--- config.mk ---
export PLATFORM = sky130hd
export DESIGN_NAME = noc_packet_buffer
export DESIGN_NICKNAME = d
export VERILOG_FILES = /design/src/rtl/noc_packet_buffer.sv
export SDC_FILE = /design/constraint.sdc
export NUM_CORES = 1
export LEC_CHECK = 0
export BUFFER_PORTS_ARGS = -buffer_cell sky130_fd_sc_hd__clkbuf_2
export CAP_MARGIN = 20
export CORE_UTILIZATION = 65
export DETAILED_ROUTE_END_ITERATION = 10
export PLACE_DENSITY = 0.87
export RECOVER_POWER = 25
export SETUP_SLACK_MARGIN = 0.3
export SYNTH_ARGS = -nofsm -noshare
export SYNTH_HDL_FRONTEND = slang
export SYNTH_SLANG_ARGS = --single-unit
--- constraint.sdc ---
create_clock -name clk_in -period 11.5 [get_ports clk_in]
set_input_delay 1.725 -clock clk_in [delete_from_list [all_inputs] [get_ports clk_in]]
set_output_delay 1.725 -clock clk_in [all_outputs]
set_load 0.005 [all_outputs]
--- src/rtl/noc_packet_buffer.sv ---
// AXI-Stream circular packet buffer with store-and-forward or cut-through
// release, a completed-packet counter and a sticky oversize indication.
module noc_packet_buffer #(
  parameter int DATA_W   = 32,
  parameter int ADDR_W   = 4,
  parameter int PKT_MODE = 1
) (
  input  logic                clk_in,
  input  logic                clk_in_rst_low,
  input  logic                stream_in_TVALID,
  input  logic [DATA_W-1:0]   stream_in_TDATA,
  input  logic [DATA_W/8-1:0] stream_in_TKEEP,
  input  logic                stream_in_TLAST,
  output logic                stream_in_TREADY,
  output logic                stream_out_TVALID,
  output logic [DATA_W-1:0]   stream_out_TDATA,
  output logic [DATA_W/8-1:0] stream_out_TKEEP,
  output logic                stream_out_TLAST,
  input  logic                stream_out_TREADY,
  output logic [ADDR_W:0]     level,
  output logic [ADDR_W:0]     pkt_count,
  output logic                oversize_flag
);

  localparam int KEEP_W      = DATA_W / 8;
  localparam int ENTRY_W     = DATA_W + KEEP_W + 1;
  localparam int NUM_ENTRIES = 2 ** ADDR_W;
  localparam logic [ADDR_W:0] FULL_LEVEL = {1'b1, {ADDR_W{1'b0}}};
  localparam logic [ADDR_W:0] ONE        = {{ADDR_W{1'b0}}, 1'b1};

  typedef enum logic {ST_IDLE, ST_SEND} state_t;

  logic [1:0]         rst_sync;
  logic               run;
  logic [ENTRY_W-1:0] mem [NUM_ENTRIES];
  logic [ADDR_W:0]    wr_ptr;
  logic [ADDR_W:0]    rd_ptr;
  logic               full;
  logic               empty;
  logic               wr_en;
  logic               rd_en;
  logic               in_last_acc;
  logic               out_last_acc;
  logic               force_rel;
  state_t             state_q;
  state_t             state_d;

  // Reset release passes two flops so TREADY rises on a clean edge, never racing the deassertion.
  always_ff @(posedge clk_in or negedge clk_in_rst_low) begin
    // NOTE: sequential state uses non-blocking assignments so every flop samples pre-edge values.
    if (!clk_in_rst_low) rst_sync <= 2'b00;
    else                 rst_sync <= {rst_sync[0], 1'b1};
  end

  assign run              = rst_sync[1];
  assign level            = wr_ptr - rd_ptr;
  assign full             = (level == FULL_LEVEL);
  assign empty            = (level == '0);
  assign stream_in_TREADY = run & ~full;
  assign wr_en            = stream_in_TVALID & stream_in_TREADY;
  assign rd_en            = stream_out_TVALID & stream_out_TREADY;
  assign in_last_acc      = wr_en & stream_in_TLAST;
  assign out_last_acc     = rd_en & stream_out_TLAST;

  // Head entry is read combinationally: a word is visible the cycle after it is written.
  assign {stream_out_TLAST, stream_out_TKEEP, stream_out_TDATA} = mem[rd_ptr[ADDR_W-1:0]];

  // NOTE: the storage array has no reset; only pointers define which entries are valid.
  always_ff @(posedge clk_in) begin
    if (wr_en) mem[wr_ptr[ADDR_W-1:0]] <= {stream_in_TLAST, stream_in_TKEEP, stream_in_TDATA};
  end

  always_comb begin
    // NOTE: every combinational output gets a default first so no path infers a latch.
    state_d           = state_q;
    stream_out_TVALID = 1'b0;
    force_rel         = 1'b0;
    if (PKT_MODE == 0) begin
      stream_out_TVALID = ~empty;
    end else begin
      unique case (state_q)
        ST_IDLE: begin
          if (pkt_count != '0) begin
            state_d = ST_SEND;
          end else if (full) begin
            // A packet larger than the buffer can never complete; let it drain as cut-through.
            state_d   = ST_SEND;
            force_rel = 1'b1;
          end
        end
        ST_SEND: begin
          stream_out_TVALID = ~empty;
          if (~empty & stream_out_TREADY & stream_out_TLAST) state_d = ST_IDLE;
        end
        default: state_d = ST_IDLE;
      endcase
    end
  end

  always_ff @(posedge clk_in or negedge clk_in_rst_low) begin
    if (!clk_in_rst_low) begin
      wr_ptr        <= '0;
      rd_ptr        <= '0;
      pkt_count     <= '0;
      state_q       <= ST_IDLE;
      oversize_flag <= 1'b0;
    end else begin
      if (wr_en) wr_ptr <= wr_ptr + ONE;
      if (rd_en) rd_ptr <= rd_ptr + ONE;
      unique case ({in_last_acc, out_last_acc})
        2'b10:   pkt_count <= pkt_count + ONE;
        2'b01:   pkt_count <= pkt_count - ONE;
        default: pkt_count <= pkt_count;
      endcase
      state_q <= state_d;
      if (force_rel) oversize_flag <= 1'b1;
    end
  end

endmodule

==> impl_metrics.tcl, run 1 <==
set metrics [dict create \
    run_status "finished, final reports clean" \
    worst_pin_slew_ns 1.11 \
    grt_setup_unrepaired "false" \
    hold_depth 0 \
    timing.final.crit_share_pct 45.6 \
    cts.repair.resized 0 \
    first_iter_violations 1377 \
    synth.yosys.warnings 0 \
    num_vias 11200 \
    ios 91 \
    clk_path_buf_depth 3 \
    design.core.area_mm2 0.0359 \
    initial_utilization_pct 66.6 \
    post-route-cell-area_mm2 0.0268 \
    postSynthRegisterBits 611 \
    maximum_number_of_pins_on_one_net_before_global_route_repair 133 \
    avgRoutedWirePerCell_um 34.2 \
    areaGrowthSynthToFinish_pct 12.0 \
    finalSetupViolCount 0 \
    clkSinkCount 611 \
    place_area_mm2 0.0249 \
    power_density_mw_per_mm2 240 \
    synth_area_per_cell_um2 24.8 \
    die_height_um 194 \
    synthDominantCellAreaShare_pct 74.3 \
    total_power_mw 6.44 \
    finalClockSkew_ns 0.0160 \
    report.final.slew_viol_count 0 \
    wl_mm 55.0 \
    cts_setup_buffers 0 \
    place_congestion 0.812 \
    synth_area_leader_cell "sky130_fd_sc_hd__edfxtp_1" \
    hpwl_after_dpl_mm 24.5 \
    hold_slack_ns 0.359 \
    netlist_instances 964 \
    min_period_ns 5.25 \
    floorplan.die_area_mm2 0.0376 \
    initial_antenna_violation_count 1 \
    fraction_of_final_layout_cells_sized_beyond_drive_strength_1_pct 25.6 \
    holdCritPathClass "flop to flop" \
    cp.required_ns 9.78 \
    tritoncts "yes" \
    detail_route.vias_per_cell 6.96 \
    clk_pin_slew_ns 0.06 \
    layout.nets 1154 \
    grt.overflow.total 0 \
    vdd_ir_drop_max_mv 0.212 \
    critical_path_class "flop to primary output" \
    fin_util_pct 74.6 \
    crit_path_max_fanout 132 \
    netSwitchingFraction_pct 28.9 \
    route.antenna.remaining_nets 0 \
    syn_area_mm2 0.0239 \
    critical_path.startpoint_type "flop" \
    drc_errors 0 \
    hold_viol 0 \
    setup_total_negative_slack_ns 0 \
    power.net_switching_mw 1.86 \
    numCtsBuffers 57 \
    floorplan.die.width_um 194 \
    setup.worst_path.end_class "primary output" \
    seq_area_frac_synth_pct 76.3 \
    timing.max_cap.violations 0 \
    syn-num-nets 1020 \
    crit_arrival_ns 3.52 \
    synth_top_cells_by_area "sky130_fd_sc_hd__edfxtp_1, sky130_fd_sc_hd__mux4_1, sky130_fd_sc_hd__mux4_2" \
    power.sequential.fraction_pct 42.0 \
    first_pass_grt_wire_length_mm 79.9 \
    total_leakage_power_nw 8.88 \
    synth.distinct_cells 40 \
    maxClockFrequency_mhz 191 \
    share_clk_of_total_power_pct 29.0 \
    maxSlewHeadroom_pct 25.8 \
    drtPass1Iterations 6 \
    root_buffer "sky130_fd_sc_hd__clkbuf_16" \
    grt_util_all_layers_pct 30.4 \
    postCtsHoldBufs 0 \
    internal_power_mw 4.58 \
    grt_pass1_vias 11700 \
    io_buffer_count 90 \
    htreeDepth 2 \
    rr_worst_depth 9 \
    floorplan.rows 69 \
    comb_power_share_pct 29.1 \
    worst_skew_pair.late_latency_ns 0.60 \
]
==> synthesized netlist by cell type <==
library cell	number
sky130_fd_sc_hd__o21ai_1	1
sky130_fd_sc_hd__buf_12	2
sky130_fd_sc_hd__dfrtp_1	19
sky130_fd_sc_hd__buf_1	3
sky130_fd_sc_hd__inv_1	16
sky130_fd_sc_hd__o21ai_0	6
sky130_fd_sc_hd__buf_6	15
sky130_fd_sc_hd__o211ai_1	2
sky130_fd_sc_hd__nor2_1	6
sky130_fd_sc_hd__a31o_2	1
sky130_fd_sc_hd__conb_1	1
sky130_fd_sc_hd__mux4_2	94
sky130_fd_sc_hd__xor2_2	1
sky130_fd_sc_hd__a21oi_1	4
sky130_fd_sc_hd__nor3_1	15
sky130_fd_sc_hd__nand3b_1	1
sky130_fd_sc_hd__mux2i_1	1
sky130_fd_sc_hd__o21a_1	1
sky130_fd_sc_hd__nand3_1	2
sky130_fd_sc_hd__a21o_1	1
sky130_fd_sc_hd__mux2_2	1
sky130_fd_sc_hd__o22a_1	1
sky130_fd_sc_hd__and2_1	1
sky130_fd_sc_hd__fa_1	2
sky130_fd_sc_hd__mux4_1	91
sky130_fd_sc_hd__nand2_1	10
sky130_fd_sc_hd__edfxtp_1	592
sky130_fd_sc_hd__buf_2	8
sky130_fd_sc_hd__and3_1	2
sky130_fd_sc_hd__clkbuf_1	19
sky130_fd_sc_hd__nand2b_1	5
sky130_fd_sc_hd__nor2b_1	1
sky130_fd_sc_hd__nor4_1	4
sky130_fd_sc_hd__xnor2_1	10
sky130_fd_sc_hd__mux2_1	1
sky130_fd_sc_hd__and4_1	2
sky130_fd_sc_hd__ha_1	13
sky130_fd_sc_hd__xor2_1	5
sky130_fd_sc_hd__o2111ai_1	3
sky130_fd_sc_hd__o211ai_2	1
==> power groups by stage <==
stage	Clock (mW)	Sequential [mW]	Combinational, mW
floorplan	0	2.69	1.32
global placement	0	2.72	1.76
detailed placement	0	2.74	1.80
CTS	1.89	2.70	1.87
global route	1.96	2.71	1.98
finish	1.86	2.70	1.87
==> cell type report <==
class,instances,area (um^2)
flip-flops and latches,611,18300
fillers,1811,9100
multi-input cells,290,5370
clock buffers,73,1530
repair buffers,122,701
well taps,461,577
clock inverters,32,317
inverters,16,60.1
diodes,1,2.50
==> state kept, by name (all words and copies together) (netlist names) <==
| name | cells |
|---|---|
| mem | 592 |
| pkt_count | 5 |
| rd_ptr | 5 |
| wr_ptr | 5 |
| rst_sync | 2 |
| oversize_flag | 1 |
| state_q | 1 |
==> path summary, 6_finish.rpt <==
kind                           startpoint                  end  slack [ns]
setup / recovery                rd_ptr[0]  stream_out_TKEEP[2]        6.25
hold / removal                rst_sync[0]          rst_sync[1]        0.36
setup reg to reg                rd_ptr[0]           mem[11][8]        6.64
hold reg to reg               rst_sync[0]          rst_sync[1]        0.36
max in group asynchronous  clk_in_rst_low            rd_ptr[0]        9.44
min in group asynchronous  clk_in_rst_low        oversize_flag        1.30
==> critical path: stages (launching register included) <==
cell	delay, ns
sky130_fd_sc_hd__dfrtp_4	0.67
sky130_fd_sc_hd__buf_12	0.71
sky130_fd_sc_hd__mux4_1	0.69
sky130_fd_sc_hd__mux4_2	0.56
sky130_fd_sc_hd__clkbuf_2	0.15
==> cell usage in the layout, fill, tap and decap left out, types with 3 or more instances in the layout <==
master and n:
sky130_fd_sc_hd__edfxtp_1 592, sky130_fd_sc_hd__mux4_2 94, sky130_fd_sc_hd__mux4_1 91, sky130_fd_sc_hd__clkbuf_2 66, sky130_fd_sc_hd__clkbuf_16 57, sky130_fd_sc_hd__clkbuf_1 36, sky130_fd_sc_hd__buf_4 28, sky130_fd_sc_hd__clkinv_1 16
sky130_fd_sc_hd__dfrtp_1 16, sky130_fd_sc_hd__inv_1 14, sky130_fd_sc_hd__nor3_2 13, sky130_fd_sc_hd__ha_1 13, sky130_fd_sc_hd__xnor2_1 10, sky130_fd_sc_hd__nand2_1 10, sky130_fd_sc_hd__clkinv_2 7, sky130_fd_sc_hd__nor2_1 6
sky130_fd_sc_hd__o21ai_0 6, sky130_fd_sc_hd__bufinv_16 6, sky130_fd_sc_hd__xor2_1 5, sky130_fd_sc_hd__nand2b_1 5, sky130_fd_sc_hd__a21oi_1 4, sky130_fd_sc_hd__clkbuf_8 4, sky130_fd_sc_hd__o2111ai_1 3
==> metrics by stage <==
| step | instances | setup slack, ns |
|---|---|---|
| final | 1606 | 6.25 |
| after global routing | 1606 | 6.05 |
| after CTS | 1602 | 5.79 |
| after detailed placement | 1497 | 6.49 |
| after global placement | 1497 | 6.50 |
| after floorplan | 964 | 5.40 |
==> kinds of logic (layout without fill, tap and decap cells) <==
group,after synthesis,after routing,share of synthesized area [%]
mux,188,188,19.0
simple gates,49,49,1.05
flops,611,611,76.3
compound gates,21,21,0.591
fa+ha+maj,15,15,0.847
other cells,1,2,0.0157
xor+xnor,16,16,0.617
buf+inv,63,243,1.64
==> routing by layer <==
metal,vias to the layer above,track usage (%),part of all wire [%]
met2,659,53.3,53
met1,5903,39.7,35
met3,136,4.21,7.7
met4,0,11.0,3.5
li1,4484,-,-
met5,-,0,0
No activity file was read; power rests on OpenSTA's default activity.
==> inputs of run 2 (changes only) <==
Settings changed: CORE_UTILIZATION 65 to 61, PLACE_DENSITY 0.87 to 0.83.
Clock period 11.5 ns to 5.25 ns, I/O delays scaled along.
==> impl_metrics.tcl, run 2 (synthesis results as in run 1) <==
set metrics [dict create \
    run_status "finished, final reports clean" \
    clkSinkCount 611 \
    first_pass_grt_wire_length_mm 73.5 \
    finalSetupViolCount 0 \
    crit_path_to "stream_out_TDATA[10]" \
    rr_endpoint "pkt_count[4]" \
    root_buffer "sky130_fd_sc_hd__clkbuf_16" \
    worst_skew_pair.late_latency_ns 0.62 \
    hpwl_after_dpl_mm 23.5 \
    post-route-cell-area_mm2 0.0269 \
    layout.cells.non_filler 1663 \
    maxSlewHeadroom_pct 29.2 \
    delay_contributed_by_the_slowest_stage_of_the_critical_path_ns 0.77 \
    cts.repair.resized 0 \
    initial_utilization_pct 61.9 \
    total_leakage_power_nw 8.87 \
    place_area_mm2 0.0250 \
    drc_errors 0 \
    first_iter_violations 1051 \
    layout_common_cells "sky130_fd_sc_hd__edfxtp_1, sky130_fd_sc_hd__mux4_2, sky130_fd_sc_hd__mux4_1" \
    ios 91 \
    hold_viol 0 \
    place_congestion 0.828 \
    postCtsHoldBufs 0 \
    rr_worst_depth 15 \
    dpl_worst_slack_ns 1.18 \
    cts_setup_buffers 0 \
    grt.overflow.total 0 \
    num_vias 10900 \
    crit_arrival_ns 3.50 \
    grt_setup_unrepaired "false" \
    critical_path.top_delay_family "multiplexers" \
    floorplan.die.width_um 200 \
    worst_setup_sp "rd_ptr[0]" \
    clk_path_buf_depth 3 \
    grt_pass1_vias 11300 \
    worst_slack_ns 0.958 \
    floorplan.rows 72 \
    critical_path.startpoint_type "flop" \
    initial_antenna_violation_count 1 \
    setup_slack_of_the_most_critical_reg_to_reg_path_ns 1.02 \
    power_density_mw_per_mm2 523 \
    route.antenna.remaining_nets 0 \
    fraction_of_final_layout_cells_sized_beyond_drive_strength_1_pct 26.1 \
    critical_path.cell_chain "buf_4 -> mux4_1 -> mux4_2 -> clkbuf_2" \
    crit_path_max_fanout 49 \
    setup_total_negative_slack_ns 0 \
    critical_path_class "flop to primary output" \
    min_period_ns 4.29 \
    worst_pin_slew_ns 1.06 \
    avgRoutedWirePerCell_um 30.6 \
    floorplan.die_area_mm2 0.0400 \
    timing.final.crit_share_pct 81.7 \
    layout.nets 1151 \
    worstReg2RegStart "rd_ptr[0]" \
    numPlacedInstances 1554 \
    mostFrequentLayoutCell "sky130_fd_sc_hd__edfxtp_1" \
    die_height_um 200 \
    design.core.area_mm2 0.0386 \
    areaGrowthSynthToFinish_pct 12.4 \
    htreeDepth 2 \
    vdd_ir_drop_max_mv 0.276 \
    timing.max_cap.violations 0 \
    report.final.slew_viol_count 0 \
    io_buffer_count 90 \
    drtPass1Iterations 5 \
    total_power_mw 14.1 \
    grt_util_all_layers_pct 26.6 \
    tritoncts "yes" \
    holdCritPathClass "input pin to async pin" \
    clk_pin_slew_ns 0.06 \
    wl_mm 51.0 \
    fin_util_pct 69.6 \
    detail_route.vias_per_cell 6.53 \
    numCtsBuffers 57 \
    largest_register_ff_count 592 \
    setup.worst_path.end_class "primary output" \
    critical_path.slowest_cell "sky130_fd_sc_hd__buf_4" \
    finalClockSkew_ns 0.0228 \
    cp.required_ns 4.46 \
    timing.critical_path.depth 4 \
    maxClockFrequency_mhz 233 \
    hold_slack_ns 0.334 \
    cp_num_buf_inv 2 \
    maximum_number_of_pins_on_one_net_before_global_route_repair 81 \
]
==> run 2: worst reg2reg max path, delay by kind of cell (launching register included) <==
family	cells	cell delay, ns
xor gates and xnor gates	2	0.49
adders and majority gates	4	1.30
DFF	1	0.66
buffers and inverters	1	0.18
and+or+nand+nor	4	0.63
AOI/OAI and AO/OA	4	0.90
==> run 2: worst min path at each step <==
stage,end,startpoint,slack [ns]
6_report,wr_ptr[1],clk_in_rst_low,0.33
5_1_grt,rst_sync[1],rst_sync[0],0.38
4_1_cts,wr_ptr[1],clk_in_rst_low,0.11
3_5_place_dp,rst_sync[1],rst_sync[0],0.35
3_3_place_gp,rst_sync[1],rst_sync[0],0.33
2_1_floorplan,rst_sync[1],rst_sync[0],0.33
==> run 2: cell type report <==
type                    instances  area [um^2]
clock buffers                  66         1460
well taps                     518          648
flip-flops and latches        611        18300
multi-input cells             290         5380
fillers                      2161        11800
repair buffers                119          648
inverters                      16         60.1
diodes                          3         7.51
clock inverters                40          430
==> run 2: layer usage <==
layer	vias to the layer above	share of wire, %	track usage [%]
met2	525	53	45.8
met3	110	7.4	4.60
met1	5735	37	34.3
met5	-	0	0
met4	0	3.0	9.87
li1	4487	-	-
==> run 2: report_power, final <==
group / total (mW) / switching [mW] / internal [mW]
combinational: 3.95 / 1.98 / 1.96
sequential: 5.94 / 0.241 / 5.70
clock: 4.17 / 1.78 / 2.39
total: 14.1 / 4.01 / 10.1
